**src/rtl/rf_pkg.sv**
```systemverilog
// Shared register-file definitions: widths, the x0 address and the
// registered write bundle driven onto the register-file write port.
package rf_pkg;

  localparam int XLEN     = 32;
  localparam int REG_AW   = 5;
  localparam int NUM_REGS = 32;

  localparam logic [REG_AW-1:0] X0_ADDR = 5'd0;

  typedef struct packed {
    logic              en;
    logic [REG_AW-1:0] rd;
    logic [XLEN-1:0]   data;
  } rf_wr_t;

endpackage

```
**src/rtl/rf_wb_arbiter_chk.sv**
```systemverilog
// Protocol checks on the requester side of the writeback arbiter.
module rf_wb_arbiter_chk #(
  parameter int NUM_REQ = 3
) (
  input logic               clk,
  input logic               rst,
  input logic [NUM_REQ-1:0] req_valid,
  input logic [NUM_REQ-1:0] req_ready
);

  // a requester left waiting must keep its request raised
  for (genvar i = 0; i < NUM_REQ; i++) begin : g_hold
    a_valid_hold: assert property (@(posedge clk) disable iff (rst)
      (req_valid[i] && !req_ready[i]) |=> req_valid[i]);
  end

  a_single_grant: assert property (@(posedge clk) $onehot0(req_ready));
  a_no_spurious:  assert property (@(posedge clk) (req_ready & ~req_valid) == '0);

endmodule

```
**src/rtl/rf_wb_arbiter_rr_arbiter.sv**
```systemverilog
// Combinational round-robin arbiter: grants the first requester found
// searching circularly upward from ptr, at most one grant.
module rr_arbiter #(
  parameter int N  = 3,
  parameter int PW = $clog2(N)
) (
  input  logic [N-1:0]  req,
  input  logic [PW-1:0] ptr,
  input  logic          enable,
  output logic [N-1:0]  gnt,
  output logic [PW-1:0] gnt_idx,
  output logic          any_gnt
);

  function automatic int wrap_idx(input int v);
    return (v >= N) ? (v - N) : v;
  endfunction

  // circular priority search starting at ptr
  always_comb begin
    gnt     = '0;
    gnt_idx = '0;
    any_gnt = 1'b0;
    for (int off = 0; off < N; off++) begin
      int  idx;
      logic take;
      idx          = wrap_idx(int'(ptr) + off);
      take         = enable && !any_gnt && req[idx];
      gnt[idx]     = gnt[idx] | take;
      gnt_idx      = take ? PW'(idx) : gnt_idx;
      any_gnt      = any_gnt | take;
    end
  end

endmodule

```
**src/rtl/rf_wb_arbiter.sv**
```systemverilog
// Round-robin share of the single register-file write port among NUM_REQ
// writeback requesters, with a registered write stage and contention counter.
module rf_wb_arbiter
  import rf_pkg::*;
#(
  parameter int NUM_REQ = 3,
  parameter int XLEN    = rf_pkg::XLEN,
  parameter int REG_AW  = rf_pkg::REG_AW,
  parameter int CNT_W   = 32
) (
  input  logic                           clk,
  input  logic                           rst,
  input  logic [NUM_REQ-1:0]             req_valid,
  input  logic [NUM_REQ-1:0][REG_AW-1:0] req_rd,
  input  logic [NUM_REQ-1:0][XLEN-1:0]   req_wdata,
  output logic [NUM_REQ-1:0]             req_ready,
  input  logic                           wb_stall,
  output logic                           rf_en,
  output logic [REG_AW-1:0]              rf_rd,
  output logic [XLEN-1:0]                rf_wdata,
  output logic [CNT_W-1:0]               contention_cnt
);

  localparam int PW = $clog2(NUM_REQ);

  logic [PW-1:0]      rr_ptr_q, rr_ptr_d;
  logic [PW-1:0]      gnt_idx;
  logic [NUM_REQ-1:0] gnt;
  logic               any_gnt;
  logic               arb_en;
  logic               contend;
  rf_wr_t             wr_q, wr_d;
  logic [CNT_W-1:0]   cnt_q, cnt_d;

  // reset and stall both block every grant, so ready is never raised then
  assign arb_en  = !rst && !wb_stall;
  assign contend = !wb_stall && ($countones(req_valid) >= 32'sd2);

  rr_arbiter #(.N(NUM_REQ), .PW(PW)) u_rr_arbiter (
    .req     (req_valid),
    .ptr     (rr_ptr_q),
    .enable  (arb_en),
    .gnt     (gnt),
    .gnt_idx (gnt_idx),
    .any_gnt (any_gnt)
  );

  assign req_ready = gnt;

  // next pointer, write bundle and saturating counter
  always_comb begin
    rr_ptr_d = rr_ptr_q;
    wr_d     = wr_q;
    wr_d.en  = 1'b0;
    cnt_d    = cnt_q;
    if (any_gnt) begin
      if (gnt_idx == PW'(NUM_REQ - 1)) begin
        rr_ptr_d = '0;
      end else begin
        rr_ptr_d = gnt_idx + PW'(1);
      end
      // x0 writes complete the handshake but never reach the file
      wr_d.en   = (req_rd[gnt_idx] != X0_ADDR);
      wr_d.rd   = req_rd[gnt_idx];
      wr_d.data = req_wdata[gnt_idx];
    end else begin
      rr_ptr_d = rr_ptr_q;
    end
    if (contend && (cnt_q != {CNT_W{1'b1}})) begin
      cnt_d = cnt_q + CNT_W'(1);
    end else begin
      cnt_d = cnt_q;
    end
  end

  // state registers with synchronous reset
  always_ff @(posedge clk) begin
    if (rst) begin
      rr_ptr_q <= '0;
      wr_q     <= '0;
      cnt_q    <= '0;
    end else begin
      rr_ptr_q <= rr_ptr_d;
      wr_q     <= wr_d;
      cnt_q    <= cnt_d;
    end
  end

  assign rf_en          = wr_q.en;
  assign rf_rd          = wr_q.rd;
  assign rf_wdata       = wr_q.data;
  assign contention_cnt = cnt_q;

  rf_wb_arbiter_chk #(.NUM_REQ(NUM_REQ)) u_chk (
    .clk       (clk),
    .rst       (rst),
    .req_valid (req_valid),
    .req_ready (req_ready)
  );

endmodule

```
**config.mk**
```make
export PLATFORM = sky130hd
export DESIGN_NAME = rf_wb_arbiter
export DESIGN_NICKNAME = d
export VERILOG_FILES = /design/src/rtl/rf_pkg.sv /design/src/rtl/rf_wb_arbiter_chk.sv /design/src/rtl/rf_wb_arbiter_rr_arbiter.sv /design/src/rtl/rf_wb_arbiter.sv
export SDC_FILE = /design/constraint.sdc
export NUM_CORES = 1
export LEC_CHECK = 0
export ABC_AREA = 0
export BUFFER_PORTS_ARGS = -buffer_cell sky130_fd_sc_hd__buf_2
export CORE_ASPECT_RATIO = 0.9
export CORE_MARGIN = 3
export CORE_UTILIZATION = 47
export DETAILED_ROUTE_END_ITERATION = 6
export PLACE_DENSITY = 0.81
export SYNTH_ARGS = -nofsm -noshare
export SYNTH_HDL_FRONTEND = slang
export SYNTH_SLANG_ARGS = --single-unit
```
**constraint.sdc**
```tcl
create_clock -name clk -period 3.18 [get_ports clk]
set_clock_uncertainty 0.2 [all_clocks]
set_input_delay 0.636 -clock clk [delete_from_list [all_inputs] [get_ports clk]]
set_output_delay 0.636 -clock clk [all_outputs]
set_load 0.005 [all_outputs]
```
==> results of run 1 <==
stage by stage:
step / power, uW / setup slack (ps)
finish: 2440 / 110
global route: 2560 / -10.4
CTS: 2430 / 22.1
detailed placement: 1710 / 178
global placement: 1690 / 225
floorplan: 1430 / 498
flip-flops by register name, summed over array words and instances, names as in the netlist:
name	cells
rr_ptr_q	2
rf_en	1
rf_wdata	32
contention_cnt	32
rf_rd	5
cell families after synthesis:
| kind of cell | count (synthesis) | share of synthesized area |
|---|---|---|
| multiplexers | 23 | 0.0582 |
| adder cells (fa/ha/maj) | 5 | 0.0158 |
| XOR/XNOR | 28 | 0.0620 |
| flip-flops | 72 | 0.365 |
| buffers and inverters | 40 | 0.0494 |
| AND/OR/NAND/NOR | 172 | 0.229 |
| AO/OA/AOI/OAI | 113 | 0.221 |
layout by cell type, fill, tap and decap left out, drive strengths merged, types with 3 or more instances in the layout:
master / count
nor2b: 18
a21oi: 14
and4: 4
nor2: 41
inv: 7
xor2: 12
nor4b: 6
o21ai: 25
dfxtp: 72
o2bb2ai: 17
xnor2: 16
clkbuf: 9
nand4: 12
nor3: 31
ha: 5
buf: 209
or3: 3
and3: 8
a221o: 20
mux2i: 23
nor3b: 4
a211oi: 15
nand2: 16
clkinv: 3
nand3: 20
power groups by stage:
| stage | logic (uW) | clock network [uW] | registers, uW |
|---|---|---|---|
| 6_report | 668 | 711 | 1060 |
| 5_1_grt | 734 | 761 | 1070 |
| 4_1_cts | 651 | 727 | 1050 |
| 3_5_place_dp | 644 | 0 | 1070 |
| 3_3_place_gp | 626 | 0 | 1070 |
| 2_1_floorplan | 362 | 0 | 1070 |
worst reg2reg max path, stage by stage, from the launching register on:
cell,delay [ps]
dfxtp_2,360
inv_1,80
ha_4,210
buf_4,160
nor2b_1,140
o21ai_1,290
a21oi_4,110
buf_12,200
or4_1,430
a21oi_1,170
o22ai_1,110
worst paths after layout:
| check | endpoint | slack, ps |
|---|---|---|
| max | req_ready[1] | 110 |
| min | rf_rd[0] | 260 |
| max reg2reg | rf_en | 620 |
| min reg2reg | rf_rd[0] | 260 |
routing by layer:
layer,share of wire,track usage,vias up
met1,0.41,0.320,2024
li1,-,-,2063
met4,0.022,0.0645,0
met5,0,0,-
met3,0.073,0.0641,24
met2,0.49,0.411,201
what timing repair did:
action / in CTS / in global routing
setup endpoints to repair: 2 / 2
pin swaps: 1 / 1
gates resized for setup: 4 / 5
buffers inserted: 0 / 1
synth_stat cells, drive strengths merged (2+ instances only):
| master | instances |
|---|---|
| nor4b | 6 |
| nand3 | 20 |
| nor3b | 4 |
| o22ai | 2 |
| clkbuf | 10 |
| nand4 | 12 |
| nor3 | 31 |
| inv | 6 |
| nand2 | 16 |
| mux2i | 23 |
| nor2b | 18 |
| and2 | 2 |
| nand2b | 2 |
| and3 | 8 |
| or3 | 3 |
| o21ai | 25 |
| o41ai | 2 |
| dfxtp | 72 |
| a32oi | 2 |
| nor2 | 41 |
| buf | 24 |
| ha | 5 |
| a211oi | 15 |
| a221o | 20 |
| nor4 | 2 |
| and4 | 4 |
| xnor2 | 16 |
| a21o | 2 |
| a211o | 2 |
| xor2 | 12 |
| o2bb2ai | 17 |
| a21oi | 14 |
area by class of cell:
class / instances / area [um2] / area share
Clock buffer: 9 / 124 / 0.0235
Clock inverter: 6 / 68.8 / 0.0131
Inverter: 6 / 22.5 / 0.00428
Multi-Input combinational cell: 341 / 2360 / 0.448
Sequential cell: 72 / 1440 / 0.274
Tap cell: 99 / 124 / 0.0235
Timing Repair Buffer: 209 / 1120 / 0.213
==> results.json, run 1 <==
{
  "core_region_area_um2": 8110,
  "synth-edff-count": 0,
  "overflow": 0,
  "critPathMaxFanout": 11,
  "crit_arrival_ps": 2230,
  "dpl-instance-area_um2": 5030,
  "wl_per_cell_um": 16.4,
  "avgSynthCellArea_um2": 8.73,
  "yosysTopAreaCell": "dfxtp_1",
  "grt_max_degree": 59,
  "path_delay_family": "compound AO/OA/AOI/OAI gates",
  "final_antenna_net_count": 0,
  "dr.first_iter.drc_count": 311,
  "drc": 0,
  "net-switching-power_uw": 753,
  "synthCells": 453,
  "p_sw_frac": 0.309,
  "hold_violations": 0,
  "synth_seq_cells": 72,
  "setup_violations": 0,
  "cts_buffers": 9,
  "tightest_slew_ps": 540,
  "leakage_uw": 0.00225,
  "critical_path_required_ps": 2340,
  "r2r_start": "rr_ptr_q[1]",
  "rows": 31,
  "crit_type": "reg -> out",
  "diodes": 0,
  "cp_slowest_cell": "dfxtp_2",
  "cts_max_path_buffers": 2,
  "hold_buffers": 0,
  "ir_worst_vdd_mv": 0.252,
  "finalCriticalPeriod_ps": 3070,
  "dp.cells": 726,
  "hp-start": "rf_rd[0]",
  "fill_cells": 708,
  "cts_tree": "built",
  "layout.nets": 761,
  "critPathBufInv": 3,
  "path_clk_slew_ps": 70,
  "grt_pass1_vias": 4006,
  "holdCritPathClass": "reg -> reg",
  "clockRootBuffer": "clkbuf_8",
  "max_freq_mhz": 326,
  "hold_depth": 1,
  "path_depth": 10,
  "worstPathCellList": "inv_1, ha_4, nand2_1, o22ai_2, a21oi_4, buf_4, a31o_2, a32oi_1, nor3_1, buf_2",
  "vias": 4312,
  "hpwl_mm": 9.20,
  "finalSetupTns_ps": 0,
  "synthFlopType": "dfxtp_1",
  "clock-sinks": 72,
  "ios": 190,
  "slew_violations": 0,
  "die_h_um": 93,
  "end_kind": "output port",
  "final.period_utilization": 0.965,
  "initial_core_util": 0.488,
  "comb_power_share": 0.274,
  "netlist_top_cells_area": "dfxtp_1, mux2i_1, a221o_1, nor3_1, nor2_1",
  "maxCapViolCount": 0,
  "p_int_uw": 1680,
  "p_per_area_nw_per_um2": 463,
  "whs_ps": 264,
  "cts_max_level": 3,
  "stdcell_count": 742,
  "design_area_um2": 5270,
  "antenna_found_initial": 0,
  "syn2layout_area_growth_pct": 33.2,
  "synth_top_area_share": 0.365,
  "drtPass1Iterations": 5,
  "async_reset_ff_frac": 0,
  "status": "finished, final reports clean",
  "netlist_area_um2": 3950,
  "grt_setup_unrepaired": "yes",
  "cp-startpoint": "rr_ptr_q[0]",
  "relSlewSlack": 0.635,
  "drive_above_1_share": 0.370,
  "start_kind": "flip-flop",
  "seq_area_frac_synth": 0.365,
  "io_buffer_count": 189,
  "clk_latency_ps": 340,
  "die_area_um2": 9550,
  "power_frac_clock": 0.292,
  "synth_cell_types": 54,
  "dieWidth_um": 103,
  "place.gp.congestion": 0.919,
  "ys_warn_count": 0,
  "grtUsageTotal": 0.248,
  "rr_worst_depth": 10,
  "wl_mm": 12.1,
  "syn-num-nets": 575,
  "fin_util": 0.649,
  "critPathMaxStageDelay_ps": 390,
  "pwr-share-seq": 0.433,
  "vias_per_cell": 5.81,
  "grt_pass1_wl_mm": 19.1
}
(Power assumes the default switching activity.)
==> inputs of run 2 (changes only) <==
--- a/constraint.sdc
+++ b/constraint.sdc
@@ -4,2 +4,2 @@
 set_output_delay 0.636 -clock clk [all_outputs]
-set_load 0.005 [all_outputs]
+set_load 0.1 [all_outputs]
==> run 2 against run 1 <==
- final cell count decreased by 0.40%
- combinational power grew 100%
- clock-buffer cell count is 3 higher
- fmax shrank 1.4%
- global-route usage decreased by 1.3 points
- sequential share of layout area down 0.66 points
- routed wire length decreased by 2.4%
- critical path depth unchanged
- critical path type unchanged
- cell area grew 2.5%
- sequential cell count unchanged
- die area stayed put
==> results.json, run 2 (synthesis gave the netlist of run 1 again) <==
{
  "status": "finished, final reports clean",
  "cts_max_path_buffers": 2,
  "vias_per_cell": 5.74,
  "final_common_cell": "buf_2",
  "drtPass1Iterations": 4,
  "drive_above_1_share": 0.373,
  "overflow": 0,
  "critPathMaxFanout": 8,
  "relSlewSlack": 0.577,
  "path_delay_family": "compound AO/OA/AOI/OAI gates",
  "p_sw_frac": 0.423,
  "cp-endpoint": "req_ready[1]",
  "core_region_area_um2": 8110,
  "grt_pass1_wl_mm": 18.2,
  "diodes": 0,
  "drc": 0,
  "leakage_uw": 0.00228,
  "critical_path_required_ps": 2340,
  "place.gp.congestion": 0.867,
  "stdcell_count": 739,
  "reg2reg_to": "rf_wdata[8]",
  "final.period_utilization": 0.979,
  "end_kind": "output port",
  "clock-sinks": 72,
  "hold_buffers": 0,
  "cts_buffers": 9,
  "p_per_area_nw_per_um2": 617,
  "clk_latency_ps": 340,
  "grt_max_degree": 59,
  "grt_pass1_vias": 3908,
  "slew_violations": 0,
  "die_h_um": 93,
  "cp_slowest_cell": "dfxtp_2",
  "setup_violations": 0,
  "hold_violations": 0,
  "worstPathCellList": "inv_1, ha_4, buf_4, buf_4, o22ai_2, a21oi_4, a31o_2, a32oi_2, nor3_4, buf_12",
  "cts_tree": "built",
  "hpwl_mm": 8.75,
  "grtUsageTotal": 0.235,
  "fin_ws_ps": 67.6,
  "antenna_found_initial": 0,
  "io_buffer_count": 189,
  "syn2layout_area_growth_pct": 36.5,
  "net-switching-power_uw": 1410,
  "die_area_um2": 9550,
  "hold_depth": 1,
  "cp-startpoint": "rr_ptr_q[1]",
  "holdCritPathClass": "reg -> reg",
  "rr_worst_depth": 9,
  "ios": 190,
  "dieWidth_um": 103,
  "maxCapViolCount": 0,
  "layout.nets": 757,
  "path_clk_slew_ps": 70,
  "vias": 4242,
  "comb_power_share": 0.406,
  "critPathMaxStageDelay_ps": 360,
  "crit_top_cell": "buf_4",
  "r2r_start": "rr_ptr_q[0]",
  "power_frac_clock": 0.279,
  "pwr-share-seq": 0.315,
  "reg2reg_slack_ps": 560,
  "grt_setup_unrepaired": "yes",
  "layout_common_cells": "buf_2, dfxtp_1, nor2_1",
  "dp.cells": 721,
  "crit_arrival_ps": 2280,
  "clockRootBuffer": "clkbuf_8",
  "final_antenna_net_count": 0,
  "rows": 31,
  "p_int_uw": 1920,
  "initial_core_util": 0.488,
  "dp_slack_ps": 151,
  "ir_worst_vdd_mv": 0.263,
  "dr.first_iter.drc_count": 153,
  "wl_mm": 11.8,
  "critPathBufInv": 4,
  "finalCriticalPeriod_ps": 3110,
  "crit_type": "reg -> out",
  "start_kind": "flip-flop",
  "max_freq_mhz": 321,
  "wl_per_cell_um": 16.0,
  "cts_max_level": 3,
  "tightest_slew_ps": 627,
  "path_depth": 10
}
## run 2: changes by cell type in the layout (fill, tap and decap cells not counted), moves of 2 or more
cell | before | now
bufinv_16 | 1 | 3
buf_4 | 18 | 14
clkbuf_8 | 9 | 12
buf_12 | 2 | 5
buf_2 | 189 | 186
## run 2: power by group through the flow
stage | Sequential (uW) | Clock [uW] | Combinational, uW
floorplan | 1710 | 0 | 398
detailed placement | 1070 | 0 | 1320
global placement | 1060 | 0 | 1310
CTS | 1050 | 948 | 1340
finish | 1050 | 928 | 1350
global route | 1060 | 984 | 1420
## run 2: worst min path at each step
stage / endpoint / start
6_report: rf_wdata[0] / rf_wdata[0]
5_1_grt: rf_wdata[0] / rf_wdata[0]
4_1_cts: rf_rd[1] / rf_rd[1]
3_5_place_dp: rf_rd[1] / rf_rd[1]
3_3_place_gp: rf_wdata[0] / rf_wdata[0]
2_1_floorplan: rr_ptr_q[1] / rr_ptr_q[1]
## run 2: layout make-up
type                       count  area [um2]
clock inverter                 4        98.8
clock buffer                  12         165
multi-input combinational    341        2400
timing repair buffer         205        1140
tap                           99         124
inverter                       6        22.5
fill                         684        2710
sequential                    72        1440
## run 2: per-layer routing
metal	GRT usage	up-vias	wire, um
li1	-	2063	-
met1	0.295	1977	4900
met2	0.387	175	5730
met3	0.0537	27	914
met4	0.0962	0	290
met5	0	-	0
## run 2: what timing repair did
item / 4_1_cts / 5_1_grt
setup endpoints to repair: 2 / 2
pin swaps: 2 / 2
buffers inserted: 2 / 0
gates resized for setup: 5 / 4
gates cloned: 0 / 0
## run 2: per-stage QoR
stage	setup TNS, ps	hold WS, ps	utilization	power (uW)	instance area (um2)
detailed placement	0	246	0.625	2380	5070
CTS	0	265	0.662	3330	5370
global placement	0	242	0.625	2370	5070
global route	-7.02	279	0.666	3460	5400
finish	0	263	0.666	3330	5400
floorplan	-300	281	-	2110	3990
## run 2: worst reg2reg max path, cell delays in order (launching register included)
cell     delay [ps]
dfxtp_2         380
inv_1            80
ha_4            330
nor2b_1         250
o21ai_1         160
a21oi_4         170
buf_12          270
mux2i_1         320
nor3_1           70
a221o_1         270
==> inputs of run 3 (changes only) <==
Settings changed: CORE_ASPECT_RATIO 0.9 to 1.75.
==> run 3 against run 2 <==
- setup slack better by 47 ps
- clock power is 17% higher
- clock-buffer cell count is 2 lower
- critical endpoint is now req_ready[0]
- combinational power is 3% higher
- largest cell class unchanged
- register-to-register slack worse by 210 ps
- fmax is 1.5% higher
- highest routed layer unchanged
- worst hold slack worse by 7.5 ps
==> results.json, run 3 (synthesis gave the netlist of run 1 again) <==
{
  "dieWidth_um": 75.3,
  "finalCriticalPeriod_ps": 3070,
  "finalSetupTns_ps": 0,
  "dp.cells": 716,
  "grt_pass1_vias": 4131,
  "cts_tree": "built",
  "fin_ws_ps": 114,
  "finalPower_uw": 3540,
  "end_kind": "output port",
  "leakage_uw": 0.00234,
  "clockRootBuffer": "clkbuf_16",
  "core_region_area_um2": 8070,
  "die_h_um": 127,
  "fill_cells": 642,
  "max_freq_mhz": 326,
  "holdCritPathClass": "reg -> reg",
  "cts_max_path_buffers": 2,
  "place.gp.congestion": 0.952,
  "critPathMaxFanout": 6,
  "final.period_utilization": 0.964,
  "rows": 43,
  "status": "finished, final reports clean",
  "crit_type": "reg -> out",
  "drtPass1Iterations": 5,
  "layout.nets": 764,
  "slew_violations": 0,
  "hold_buffers": 0,
  "p_per_area_nw_per_um2": 640,
  "drive_above_1_share": 0.385,
  "drc": 0,
  "whs_ps": 255,
  "ios": 190,
  "setup_violations": 0,
  "dr.first_iter.drc_count": 188,
  "final_common_cell": "buf_2",
  "seqCellArea_um2": 1450,
  "hpwl_mm": 9.32,
  "final_antenna_net_count": 0,
  "io_buffer_count": 189,
  "dp_slack_ps": 153,
  "clk_latency_ps": 330,
  "vias_per_cell": 5.93,
  "hold_violations": 0,
  "grt_max_degree": 56,
  "diodes": 0,
  "tightest_slew_ps": 736,
  "critical_path_required_ps": 2340,
  "start_kind": "flip-flop",
  "grt_pass1_wl_mm": 19.0,
  "stdcell_count": 737,
  "maxCapViolCount": 0,
  "wl_mm": 12.6,
  "antenna_found_initial": 0,
  "cts_buffers": 9,
  "syn2layout_area_growth_pct": 39.9,
  "layout_common_cells": "buf_2, dfxtp_1, nor2_1",
  "crit_arrival_ps": 2230,
  "ir_worst_vdd_mv": 0.416,
  "path_clk_slew_ps": 60,
  "vias": 4374,
  "grtUsageTotal": 0.252,
  "die_area_um2": 9590,
  "overflow": 0,
  "wl_per_cell_um": 17.1,
  "cts_max_level": 3,
  "clock-sinks": 72,
  "initial_core_util": 0.490,
  "multi_input_area_um2": 2440,
  "relSlewSlack": 0.509
}
[run 3: metrics by stage]
step	util	cell area (um2)
floorplan	-	3990
global placement	0.629	5080
detailed placement	0.629	5080
CTS	0.676	5460
global route	0.685	5530
finish	0.685	5530
[run 3: cell type report]
type                       instances  share of cell area
sequential                        72               0.262
tap                               90              0.0204
inverter                           6             0.00407
clock buffer                      10              0.0432
timing repair buffer             212               0.213
clock inverter                     6              0.0167
multi-input combinational        341               0.441
[run 3: path summary, 6_finish.rpt]
| check | startpoint | end | slack (ps) | depth (start not counted) |
|---|---|---|---|---|
| max | rr_ptr_q[1] | req_ready[0] | 110 | 7 |
| min | rf_wdata[18] | rf_wdata[18] | 260 | 1 |
| max reg2reg | rr_ptr_q[0] | rf_wdata[7] | 350 | 10 |
| min reg2reg | rf_wdata[18] | rf_wdata[18] | 260 | 1 |
[run 3: what timing repair did]
action                                  4_1_cts  5_1_grt
endpoints found under the setup margin        2        2
pin swaps                                     1        5
resized for setup                             8        9
setup buffers                                 1        4
hold endpoints to repair                      0        0
[run 3: power breakdown]
part	internal, uW	total (uW)	switching [uW]
clock	710	1090	384
combinational	353	1390	1040
sequential	999	1050	53.4
total	2060	3540	1480
[run 3: routing by layer]
| layer | GRT usage | part of all wire | vias up |
|---|---|---|---|
| met4 | 0.140 | 0.037 | 0 |
| li1 | - | - | 2081 |
| met5 | 0 | 0 | - |
| met2 | 0.449 | 0.53 | 214 |
| met1 | 0.264 | 0.36 | 2038 |
| met3 | 0.0480 | 0.074 | 41 |
[run 3: critical path, cell delays in order, from the launching register on]
cell and delay (ps):
dfxtp_2 370, inv_2 70, ha_4 200, a211o_4 370
a21oi_4 160, a32oi_2 90, a2111oi_4 410, buf_12 220
